==> config.mk <==
export PLATFORM = sky130hd
export DESIGN_NAME = mem_bus_ctrl
export DESIGN_NICKNAME = d
export VERILOG_FILES = /design/src/rtl/mem_bus_pkg.sv /design/src/rtl/ram_sp.sv /design/src/rtl/mem_bus_ctrl.sv
export SDC_FILE = /design/constraint.sdc
export NUM_CORES = 2
export LEC_CHECK = 0
export CAP_MARGIN = 20
export CORE_UTILIZATION = 57
export DETAILED_ROUTE_END_ITERATION = 10
export GPL_TIMING_DRIVEN = 0
export PLACE_DENSITY = 0.76
export SLEW_MARGIN = 15
export SYNTH_ARGS = -nofsm -noshare
export SYNTH_HDL_FRONTEND = slang
export SYNTH_HIERARCHICAL = 1
export SYNTH_SLANG_ARGS = --single-unit
==> constraint.sdc <==
create_clock -name clk -period 3.9 [get_ports clk]
set_clock_uncertainty 0.05 [all_clocks]
set_input_delay 0.78 -clock clk [delete_from_list [all_inputs] [get_ports clk]]
set_output_delay 0.78 -clock clk [all_outputs]
set_load 0.005 [all_outputs]
==> src/rtl/mem_bus_pkg.sv <==
// Shared definitions for the CPU memory bus controller: command codes,
// MMIO addresses, FSM states and the address decoder.
package mem_bus_pkg;

  typedef enum logic [1:0] {
    MNONE  = 2'b00,
    MREAD  = 2'b01,
    MWRITE = 2'b10,
    MILL   = 2'b11
  } mem_cmd_e;

  localparam logic [8:0] LEDR_ADDR = 9'h100;
  localparam logic [8:0] SW_ADDR   = 9'h140;

  typedef enum logic [1:0] {
    IDLE,
    RD_WAIT,
    DONE
  } state_e;

  typedef enum logic [1:0] {
    TGT_RAM,
    TGT_LEDR,
    TGT_SW,
    TGT_NONE
  } target_e;

  // RAM occupies the bottom of the map, so it wins over the MMIO constants
  function automatic target_e decode(input logic [8:0] addr, input int unsigned ram_words);
    if ({23'b0, addr} < ram_words) return TGT_RAM;
    if (addr == LEDR_ADDR)         return TGT_LEDR;
    if (addr == SW_ADDR)           return TGT_SW;
    return TGT_NONE;
  endfunction

endpackage

==> src/rtl/ram_sp.sv <==
// Single-port synchronous RAM: write and registered read share one address.
module ram_sp #(
  parameter int WORDS = 256,
  parameter int AW    = 8,
  parameter int DW    = 16
) (
  input  logic          clk,
  input  logic          we,
  input  logic [AW-1:0] addr,
  input  logic [DW-1:0] wdata,
  output logic [DW-1:0] rdata
);

  logic [DW-1:0] mem [WORDS];

  always_ff @(posedge clk) begin
    if (we) mem[addr] <= wdata;
    rdata <= mem[addr];
  end

endmodule

==> src/rtl/mem_bus_ctrl.sv <==
// CPU-side memory bus controller: RAM plus LEDR/SW registers behind a
// three-state handshake FSM with one-cycle ready/error pulses.
module mem_bus_ctrl
  import mem_bus_pkg::*;
#(
  parameter int RAM_WORDS = 256,
  parameter int READ_WAIT = 1
) (
  input  logic        clk,
  input  logic        reset,
  input  logic [1:0]  mem_cmd,
  input  logic [8:0]  mem_addr,
  input  logic [15:0] write_data,
  output logic [15:0] read_data,
  output logic        mem_ready,
  output logic        bus_err,
  input  logic [7:0]  sw,
  output logic [7:0]  ledr
);

  state_e     state;
  logic [2:0] wait_cnt;
  mem_cmd_e   cmd_q;
  logic [8:0] addr_q;
  target_e    tgt_in;
  target_e    tgt_q;
  logic       ram_we;
  logic [7:0] ram_addr;
  logic [15:0] ram_q;

  assign tgt_in = decode(mem_addr, RAM_WORDS);
  assign tgt_q  = decode(addr_q, RAM_WORDS);
  assign ram_we = (state == IDLE) && (mem_cmd_e'(mem_cmd) == MWRITE) && (tgt_in == TGT_RAM);
  // Present the live address in IDLE so the RAM read starts on the accepting
  // edge; this is what lets READ_WAIT=0 return data in the DONE cycle.
  assign ram_addr = (state == IDLE) ? mem_addr[7:0] : addr_q[7:0];

  ram_sp #(.WORDS(RAM_WORDS), .AW(8), .DW(16)) u_ram (
    .clk   (clk),
    .we    (ram_we),
    .addr  (ram_addr),
    .wdata (write_data),
    .rdata (ram_q)
  );

  always_ff @(posedge clk) begin
    if (reset) begin
      state     <= IDLE;
      read_data <= 16'h0000;
      mem_ready <= 1'b0;
      bus_err   <= 1'b0;
      ledr      <= 8'h00;
      wait_cnt  <= 3'd0;
      cmd_q     <= MNONE;
      addr_q    <= 9'h000;
    end else begin
      mem_ready <= 1'b0;
      bus_err   <= 1'b0;
      case (state)
        IDLE: begin
          cmd_q  <= mem_cmd_e'(mem_cmd);
          addr_q <= mem_addr;
          case (mem_cmd_e'(mem_cmd))
            MREAD: begin
              if (READ_WAIT == 0) begin
                state <= DONE;
              end else begin
                wait_cnt <= 3'(READ_WAIT);
                state    <= RD_WAIT;
              end
            end
            MWRITE: begin
              if (tgt_in == TGT_LEDR) ledr <= write_data[7:0];
              state <= DONE;
            end
            MILL:    bus_err <= 1'b1;
            default: ;
          endcase
        end
        RD_WAIT: begin
          wait_cnt <= wait_cnt - 3'd1;
          if (wait_cnt == 3'd1) state <= DONE;
        end
        DONE: begin
          mem_ready <= 1'b1;
          state     <= IDLE;
          if (cmd_q == MREAD) begin
            case (tgt_q)
              TGT_RAM: read_data <= ram_q;
              TGT_SW:  read_data <= {8'h00, sw};
              default: begin
                read_data <= 16'h0000;
                bus_err   <= 1'b1;
              end
            endcase
          end else if (tgt_q != TGT_RAM && tgt_q != TGT_LEDR) begin
            bus_err <= 1'b1;
          end
        end
        default: state <= IDLE;
      endcase
    end
  end

endmodule

==> impl_metrics.tcl <==
set metrics [dict create \
    period_needed_ps 4100 \
    wl_mm 496 \
    vias_per_cell 7.29 \
    synth_seq_area_share_pct 79.0 \
    worstHoldStart "write_data[0]" \
    synth_warnings 6 \
    slew_headroom_pct 17.5 \
    fp.dieW_um 527 \
    cp.buffers_inverters 3 \
    core_area_um2 274000 \
    ir_worst_vdd_mv 0.592 \
    p_comb_share_pct 12.0 \
    p_clk_share_pct 39.7 \
    post-route-util_pct 68.3 \
    io_pins 63 \
    cts_tree "built" \
    power_mw 102 \
    final_cell_mix "edfxtp_1 (4096), mux4_2 (1024), a22oi_1 (438)" \
    synth_area_leaders "edfxtp_1 (78%), mux4_2 (15%), a22oi_1 (2.5%), a21oi_1 (0.85%), dfxtp_1 (0.74%)" \
    status "finished with violations" \
    ys.flop_type "edfxtp_1" \
    final-max-slew-violation-count 0 \
    netlist_instances 6912 \
    crit_family "simple AND/OR/NAND/NOR gates" \
    rows 192 \
    cts-buffers-inserted 403 \
    clock_path_buffers 4 \
    fmax_ghz 0.244 \
    grt_pass1_wl_mm 667 \
    switchingPower_mw 25.4 \
    pre_cts_slack_ps -3300 \
    place_hpwl_mm 302 \
    clk_latency_ps 1010 \
    reg2reg_depth 12 \
    violations "negative setup slack" \
    worstPathMaxFanout 10 \
    area_growth_pct 18.9 \
    cpMaxStageDelayCell "clkdlybuf4s50_1" \
    finalHoldViolCount 0 \
    syn-cell-area_um2 157000 \
    port_buffers 62 \
    power.density_nw_per_um2 545 \
    nets 7841 \
    h-tree-depth 5 \
    antenna_found_initial 18 \
    slowest_delay_ps 840 \
    path_class "in -> reg" \
    overflow 0 \
    cts-root-buf "clkbuf_16" \
    dr.pass1.iters 6 \
    place.gp.congestion 1.03 \
    grt_pass1_vias 83900 \
    r2r_end "u_ram/rdata[10]$_DFF_P_" \
    r2r_slack_ps -200 \
    setup_slack_ps -201 \
    drcViolationCount 0 \
    leakagePower_nw 58.1 \
    intPower_mw 76.4 \
    drt-initial-drc-count 15400 \
    whs_path_depth 1 \
    syn_area_per_cell_um2 22.7 \
    vias 85600 \
    post_drt_wl_per_cell_um 42.3 \
    pwr-share-seq_pct 48.3 \
    rr_startpoint "state[1]$_SDFFE_PP0P_" \
    synth_top_area_cell "edfxtp_1" \
    synth_top_area_share_pct 78.3 \
    switching_share_pct 24.9 \
    start_util_pct 57.4 \
    cp-end-kind "flop" \
    path_cells "clkdlybuf4s50_1 > mux2_2 > and2_1 > nand2_1 > clkbuf_1 > nor2_2 > buf_6" \
    die_h_um 527 \
    die-area_um2 278000 \
    final_common_cell "edfxtp_1" \
    ys_ff_latch 4154 \
    crit_required_ps 4520 \
    synth_fp_nets 6951 \
    rsz0062_at_grt "true" \
    path_clk_slew_ps 70 \
    grt_max_degree 126 \
    hp-class "in -> reg" \
    drive_gt1_share_pct 35.9 \
    whs_endpoint "u_ram/mem[108][0]$_DFFE_PP_" \
    worstSetupStartpointType "input pin" \
    synth_cell_types 41 \
    crit_arrival_ps 4720 \
    setup_viol 391 \
    synth-edff-count 4096 \
    synthArstFlopShare_pct 0 \
    cts.sinks 4154 \
    maxCapViolations 0 \
    drtAntennaViolNets 0 \
    period_share_pct 105 \
    grtUsageTotal_pct 35.2 \
    tightest_slew_ps 1230 \
]
worst max-delay path by stage:
| stage | cells past startpoint | slack, ps | start | end |
|---|---|---|---|---|
| floorplan | 11 | 40 | state[0]$_SDFFE_PP0P_ | u_ram/mem[145][0]$_DFFE_PP_ |
| global placement | 1 | -6800 | write_data[10] | u_ram/mem[86][10]$_DFFE_PP_ |
| detailed placement | 13 | -3300 | mem_addr[3] | u_ram/mem[63][11]$_DFFE_PP_ |
| CTS | 11 | -70 | state[0]$_SDFFE_PP0P_ | u_ram/rdata[12]$_DFF_P_ |
| global route | 13 | -110 | state[1]$_SDFFE_PP0P_ | u_ram/rdata[12]$_DFF_P_ |
| finish | 7 | -200 | mem_addr[4] | u_ram/mem[254][7]$_DFFE_PP_ |
worst register-to-register path, stage by stage, from the launching register on:
cell and delay (ps):
dfxtp_2 320, buf_6 140, nor2_4 140, buf_8 150
mux2_2 260, buf_12 240, clkbuf_8 280, clkbuf_2 420
mux4_2 390, a22oi_1 410, a21oi_1 410, o41ai_4 630
nand4_1 160
cells in the mapped netlist (all sizes together) (8+ instances only):
cell and n:
a21oi 267, nand4 17, o41ai 64, buf 176, mux2 8, mux4 1024
dfxtp 58, a221oi 8, nand2 32, nor2 262, nand2b 10, nor2b 16
edfxtp 4096, nor3b 17, clkbuf 257, nand3 13, nor3 32, mux2i 8
a22oi 514
metal layers:
metal / vias to the layer above / GRT usage, % / routed length [um]
met5: - / 0 / 103
met4: 12 / 25.7 / 43600
met3: 1696 / 12.2 / 76700
met2: 8240 / 52.2 / 224000
met1: 44100 / 43.3 / 152000
li1: 31500 / - / -
through the flow:
stage          cell area, um2  hold WS, ps  setup TNS, ps  cells
2_1_floorplan          157000          391              0   6912
3_3_place_gp           162000          414              -  10600
3_5_place_dp           168000          424       -9954260  10900
4_1_cts                186000         37.8           -937  11700
5_1_grt                187000         79.4          -1630  11700
6_report               187000         56.0         -15800  11700
power by group through the flow:
stage	combinational [mW]	sequential [mW]	clock [mW]
floorplan	5.64	50.1	0
global placement	9.81	50.7	0
global route	12.2	49.2	42.0
finish	12.2	49.2	40.4
CTS	11.2	49.2	40.2
detailed placement	10.3	50.1	0
cell type report:
cell class | count | area (um2)
flip-flops and latches | 4154 | 124000
fillers | 15300 | 86900
multi-input cells | 2319 | 34700
clock buffers | 483 | 10400
repair buffers | 492 | 6750
well taps | 3589 | 4490
plain buffers | 426 | 3200
clock inverters | 253 | 3180
diodes | 17 | 42.5
inverters | 6 | 22.5
state kept, by name, summed over array words and instances (netlist names), 2 cells and up:
name and cells:
u_ram/mem 4096, ledr 8, state 2, read_data 16
wait_cnt 3, addr_q 9, cmd_q 2, u_ram/rdata 16
cells by family (layout without fill, tap and decap cells):
group           count (synthesis)  in the layout  synth area share, %
other cells                     0             17                    0
compound gates                862            862                 3.74
fa+ha+maj                       2              2               0.0159
xor+xnor                        2              2               0.0111
simple gates                  413            413                 1.18
flops                        4154           4154                 79.0
mux                          1040           1040                 14.8
buf+inv                       439           1660                 1.27
repair_timing:
action / in CTS / in global routing
resized for setup: 745 / 292
gates cloned: 2 / 3
hold buffers: 0 / 0
endpoints found under the setup margin: 4112 / 1670
setup buffers: 78 / 28
pin swaps: 85 / 31
Power figures use the tool's default switching activity.
